**src/rtl/serial_add_sub_4_bit.sv**
```systemverilog
// serial_add_sub_4_bit: 4-bit two's complement add/subtract computed one bit
// per cycle, LSB first, through a single full adder and one carry flop.
//
// Ports
//   clk    : clock, all state updates on the rising edge
//   rst    : synchronous active-high reset
//   start  : operation request, sampled only while idle
//   M      : mode, 0 = A_in + B_in, 1 = A_in - B_in
//   A_in   : operand A, captured with start
//   B_in   : operand B, captured with start
//   busy   : high while operand bits are being processed
//   done   : one-cycle pulse, S_out/V/C4 valid from this cycle on
//   S_out  : result
//   V      : signed overflow (carry into bit 3 XOR carry out of bit 3)
//   C4     : carry out of bit 3
module serial_add_sub_4_bit (
  input  logic       clk,
  input  logic       rst,
  input  logic       start,
  input  logic       M,
  input  logic [3:0] A_in,
  input  logic [3:0] B_in,
  output logic       busy,
  output logic       done,
  output logic [3:0] S_out,
  output logic       V,
  output logic       C4
);

  localparam int unsigned W  = 4;
  localparam int unsigned IW = 2;

  typedef enum logic {
    IDLE = 1'b0,
    RUN  = 1'b1
  } state_t;

  state_t state, state_nxt;

  // Datapath registers
  logic [W-1:0]  a_q, b_q, acc_q;
  logic          carry_q;
  logic [IW-1:0] idx_q;

  // Next values for every datapath register and output
  logic [W-1:0]  a_d, b_d, acc_d, s_d;
  logic          carry_d, busy_d, done_d, v_d, c4_d;
  logic [IW-1:0] idx_d;

  // The single full adder
  logic fa_a, fa_b, fa_s, fa_co, last_bit;

  assign fa_a     = a_q[idx_q];
  assign fa_b     = b_q[idx_q];
  assign fa_s     = fa_a ^ fa_b ^ carry_q;
  assign fa_co    = (fa_a & fa_b) | (fa_a & carry_q) | (fa_b & carry_q);
  assign last_bit = (idx_q == IW'(W - 1));

  // State register
  always_ff @(posedge clk) begin
    if (rst) state <= IDLE;
    else     state <= state_nxt;
  end

  // Next-state logic; leaving RUN after bit 3 keeps the index from wrapping
  // into a fifth step
  always_comb begin
    state_nxt = state;
    case (state)
      IDLE:    if (start) state_nxt = RUN;
      RUN:     if (last_bit) state_nxt = IDLE;
      default: state_nxt = IDLE;
    endcase
  end

  // Datapath / output next values
  always_comb begin
    a_d     = a_q;
    b_d     = b_q;
    acc_d   = acc_q;
    carry_d = carry_q;
    idx_d   = idx_q;
    s_d     = S_out;
    v_d     = V;
    c4_d    = C4;
    busy_d  = 1'b0;
    done_d  = 1'b0;
    case (state)
      IDLE: begin
        if (start) begin
          // Subtraction: invert B here and inject M as the initial carry
          a_d     = A_in;
          b_d     = B_in ^ {W{M}};
          carry_d = M;
          idx_d   = '0;
          acc_d   = '0;
        end
      end
      RUN: begin
        acc_d[idx_q] = fa_s;
        carry_d      = fa_co;
        idx_d        = idx_q + IW'(1);
        if (last_bit) begin
          // carry_q is the carry into bit 3, fa_co the carry out of it
          s_d    = acc_d;
          c4_d   = fa_co;
          v_d    = carry_q ^ fa_co;
          done_d = 1'b1;
        end else begin
          busy_d = 1'b1;
        end
      end
      default: ;
    endcase
  end

  // Datapath and output registers
  always_ff @(posedge clk) begin
    if (rst) begin
      a_q     <= '0;
      b_q     <= '0;
      acc_q   <= '0;
      carry_q <= 1'b0;
      idx_q   <= '0;
      busy    <= 1'b0;
      done    <= 1'b0;
      S_out   <= '0;
      V       <= 1'b0;
      C4      <= 1'b0;
    end else begin
      a_q     <= a_d;
      b_q     <= b_d;
      acc_q   <= acc_d;
      carry_q <= carry_d;
      idx_q   <= idx_d;
      busy    <= busy_d;
      done    <= done_d;
      S_out   <= s_d;
      V       <= v_d;
      C4      <= c4_d;
    end
  end

endmodule

```
**config.mk**
```make
export PLATFORM = sky130hd
export DESIGN_NAME = serial_add_sub_4_bit
export DESIGN_NICKNAME = d
export VERILOG_FILES = /design/src/rtl/serial_add_sub_4_bit.sv
export SDC_FILE = /design/constraint.sdc
export NUM_CORES = 1
export LEC_CHECK = 0
export ABC_AREA = 1
export BUFFER_PORTS_ARGS = -buffer_cell sky130_fd_sc_hd__buf_4
export CAP_MARGIN = 20
export CORE_MARGIN = 1.5
export CORE_UTILIZATION = 45
export DETAILED_ROUTE_END_ITERATION = 10
export PLACE_DENSITY_LB_ADDON = 0.3
export SYNTH_ARGS = -nofsm -noshare
export SYNTH_HDL_FRONTEND = slang
export SYNTH_SLANG_ARGS = --single-unit
```
**constraint.sdc**
```tcl
create_clock -name clk -period 1.7 [get_ports clk]
set_input_delay 0.17 -clock clk [delete_from_list [all_inputs] [get_ports clk]]
set_output_delay 0.17 -clock clk [all_outputs]
set_load 0.03 [all_outputs]
```
==> results.py <==
metrics = {
    "status": {
        "outcome": "complete, no violations",
    },
    "timing": {
        "final-max-slew-violation-count": 0,
        "fmax_ghz": 0.632,
        "finalHoldViolations": 0,
        "setup-violations-final": 0,
        "worst_slew_pin_slew_ns": 0.318,
        "final_period_minus_worst_setup_slack_ns": 1.58,
        "fin_worst_skew_ns": 0.00905,
        "min_period_over_period_pct": 93.0,
        "slew-limit-headroom_pct": 78.8,
        "hold_ws_ns": 0.0644,
    },
    "clocking": {
        "clock_latency_ns": 0.32,
        "cts_tree": "done",
        "clock_tree.htree_level_count": 1,
        "cts.sinks": 23,
        "cts_inserted_buffers": 3,
        "worst_setup_hold_path_clk_slew_ns": 0.13,
        "ctsLongestPathBuffers": 2,
        "clock-root-buffer": "sky130_fd_sc_hd__clkbuf_4",
    },
    "drt": {
        "antenna_left": 0,
        "post-route-drc-count": 0,
        "detail_route.iter0.violations": 21,
        "drt_pass1_iterations": 4,
        "avgRoutedWirePerCell_um": 10.3,
        "via_per_instance_ratio": 4.84,
        "vias": 943,
        "totalWireLength_um": 2020,
    },
    "die": {
        "die_width_um": 50.6,
        "top_ports": 20,
        "die_h_um": 50.6,
        "placeableCoreArea_sq_um": 2170,
        "floorplan.die_area_sq_um": 2560,
        "starting_density_pct": 46.9,
        "num_rows": 17,
    },
    "synthesis": {
        "synth.lib_cells_used.distinct": 17,
        "netlist_area_sq_um": 1020,
        "sequential_element_share_of_the_synthesized_area_pct": 45.2,
        "synth.avg_cell_area_sq_um": 7.22,
        "netlist_instances": 141,
        "ys_seq_elements": 23,
        "synth_warnings": 0,
        "syn_nets": 158,
    },
    "critical_path": {
        "crit_required_ns": 1.92,
        "timing.critical_path.slowest_stage_cell": "sky130_fd_sc_hd__fa_1",
        "reg2reg_from": "idx_q[0]",
        "path_delay_family": "adder cells",
        "critical_path_cell_by_cell": "inv_4 -> nand2_1 -> nand3_1 -> nand2_1 -> fa_1 -> inv_1 -> nand2_1 -> o21ai_2 -> nand2_1 -> o21ai_0",
        "regToRegSetupSlack_ns": 0.12,
        "setup.worst_path.start": "idx_q[0]",
        "timing.critical_path.buf_inv": 2,
        "most_common_cell_on_crit_path": "sky130_fd_sc_hd__nand2_1",
        "r2r.worst_path.cells": 10,
        "setup.worst_path.class": "reg -> reg",
        "cp_data_arrival_time_ns": 1.80,
        "setup.worst_path.end": "acc_q[2]",
        "critical_path.startpoint_type": "register",
        "longest_individual_stage_delay_on_the_worst_path_ns": 0.55,
        "crit_path_end_kind": "register",
        "reg2reg_to": "acc_q[2]",
        "critical_path.max_fanout": 6,
        "path_depth": 10,
    },
    "power_and_ir_drop": {
        "total_power_mw": 1.01,
        "cellPowerDensity_nw_per_um2": 794,
        "power_leakage_nw": 0.610,
        "max-vdd-ir-drop_mv": 0.570,
    },
    "grt": {
        "grt_remaining_overflow": 0,
        "global_route.usage.total_pct": 18.5,
        "grt_pass1_wl_um": 3600,
        "grt_antenna_before_repair": 0,
        "grt_pass1_vias": 893,
        "maximum_number_of_pins_on_one_net_before_global_route_repair": 14,
    },
    "placed_design": {
        "place_congestion": 0.810,
        "post-place-cells": 190,
        "dpl.hpwl_um": 1540,
        "buffer_ports.inserted": 19,
        "dpl_cell_area_sq_um": 1210,
    },
    "layout": {
        "drive_gt1_share_pct": 24.0,
        "final-seq-area_sq_um": 468,
        "num-nets-final": 185,
        "num_antenna_cells": 0,
        "fillCellCount": 218,
        "finish.instance_area_sq_um": 1270,
        "syn_to_final_growth_pct": 24.4,
        "final-instance-count-excl-fill": 195,
        "multi_input_comb_area_sq_um": 494,
    },
    "flow_run": {
        "drv.max_cap_violation_count": 0,
    },
    "worst_hold_path": {
        "holdCritPathClass": "in -> reg",
    },
}
[what timing repair did]
item	in CTS	in global routing
resized for setup	1	9
setup endpoints to repair	2	6
hold buffers	0	0
buffers inserted	0	1
pin swaps	0	3
[cells in the mapped netlist]
cell / n / area (sq um)
sky130_fd_sc_hd__a21oi_1: 3 / 15.0
sky130_fd_sc_hd__nor3_1: 1 / 5.00
sky130_fd_sc_hd__nor2_4: 1 / 11.3
sky130_fd_sc_hd__nand3_1: 6 / 30.0
sky130_fd_sc_hd__nand2_2: 2 / 12.5
sky130_fd_sc_hd__ha_1: 4 / 50.1
sky130_fd_sc_hd__inv_1: 16 / 60.1
sky130_fd_sc_hd__dfxtp_1: 23 / 460
sky130_fd_sc_hd__nand2_1: 39 / 146
sky130_fd_sc_hd__o21ai_0: 16 / 80.1
sky130_fd_sc_hd__inv_2: 2 / 7.51
sky130_fd_sc_hd__nor2_2: 3 / 18.8
sky130_fd_sc_hd__xor2_1: 1 / 8.76
sky130_fd_sc_hd__buf_2: 1 / 5.00
sky130_fd_sc_hd__nor2_1: 18 / 67.6
sky130_fd_sc_hd__o21ai_1: 4 / 20.0
sky130_fd_sc_hd__fa_1: 1 / 20.0
[routing by layer]
layer | vias up | GRT usage [%] | routed length, um
met4 | 0 | 2.70 | 14
met3 | 2 | 6.25 | 75
met2 | 15 | 34.4 | 1030
met1 | 431 | 20.6 | 898
met5 | - | 0 | 0
li1 | 495 | - | -
[cell usage in the layout, fill, tap and decap left out, types with 2 or more instances in the layout]
cell type	n
sky130_fd_sc_hd__nand2_2	2
sky130_fd_sc_hd__buf_4	23
sky130_fd_sc_hd__dfxtp_4	2
sky130_fd_sc_hd__dfxtp_1	21
sky130_fd_sc_hd__nor2_1	18
sky130_fd_sc_hd__o21ai_1	5
sky130_fd_sc_hd__inv_1	15
sky130_fd_sc_hd__clkbuf_4	3
sky130_fd_sc_hd__inv_2	2
sky130_fd_sc_hd__nand3_1	5
sky130_fd_sc_hd__ha_1	4
sky130_fd_sc_hd__nor2_2	3
sky130_fd_sc_hd__a21oi_1	3
sky130_fd_sc_hd__o21ai_0	14
sky130_fd_sc_hd__nand2_1	39
[cells by family (layout without fill, tap and decap cells)]
group / after synthesis / count (layout) / share of synthesized area [%]
compound gates: 23 / 23 / 11.3
simple gates: 70 / 70 / 28.6
xor+xnor: 1 / 1 / 0.860
flops: 23 / 23 / 45.2
fa+ha+maj: 5 / 5 / 6.88
buf+inv: 19 / 45 / 7.13
[through the flow]
| step | utilization [%] | TNS [ns] | setup WS (ns) |
|---|---|---|---|
| final | 58.4 | 0 | 0.118 |
| after global routing | 58.4 | -0.0279 | -0.0252 |
| after CTS | 57.2 | 0 | 0.0183 |
| after detailed placement | 55.9 | -0.0430 | -0.0312 |
| after global placement | 55.9 | 0 | 0.0727 |
| after floorplan | - | 0 | 0.0619 |
[power by group]
| group | internal, mW | switching [mW] | total, mW |
|---|---|---|---|
| registers | 0.565 | 0.0213 | 0.586 |
| clock network | 0.0881 | 0.162 | 0.250 |
| logic | 0.0729 | 0.0968 | 0.170 |
| total | 0.726 | 0.280 | 1.01 |
[worst min-delay path by stage]
| stage | start | endpoint | slack [ns] | depth (start not counted) |
|---|---|---|---|---|
| floorplan | rst | done | 0.25 | 1 |
| global placement | rst | state | 0.41 | 2 |
| detailed placement | rst | state | 0.41 | 2 |
| CTS | rst | done | 0.06 | 2 |
| global route | rst | done | 0.06 | 2 |
| finish | rst | done | 0.06 | 2 |
[final cells by class]
cell class / instances / area share, %
clock buffers: 3 / 1.78
multi-input cells: 99 / 39.0
flip-flops and latches: 23 / 36.9
well taps: 28 / 2.76
repair buffers: 23 / 13.6
inverters: 18 / 5.53
clock inverters: 1 / 0.395
[state kept, by name, indices dropped and copies added (netlist names)]
register and cells:
S_out 4, a_q 4, b_q 4, acc_q 3, idx_q 2, C4 1, V 1, busy 1
carry_q 1, done 1, state 1
No activity file was read; power rests on OpenSTA's default activity.
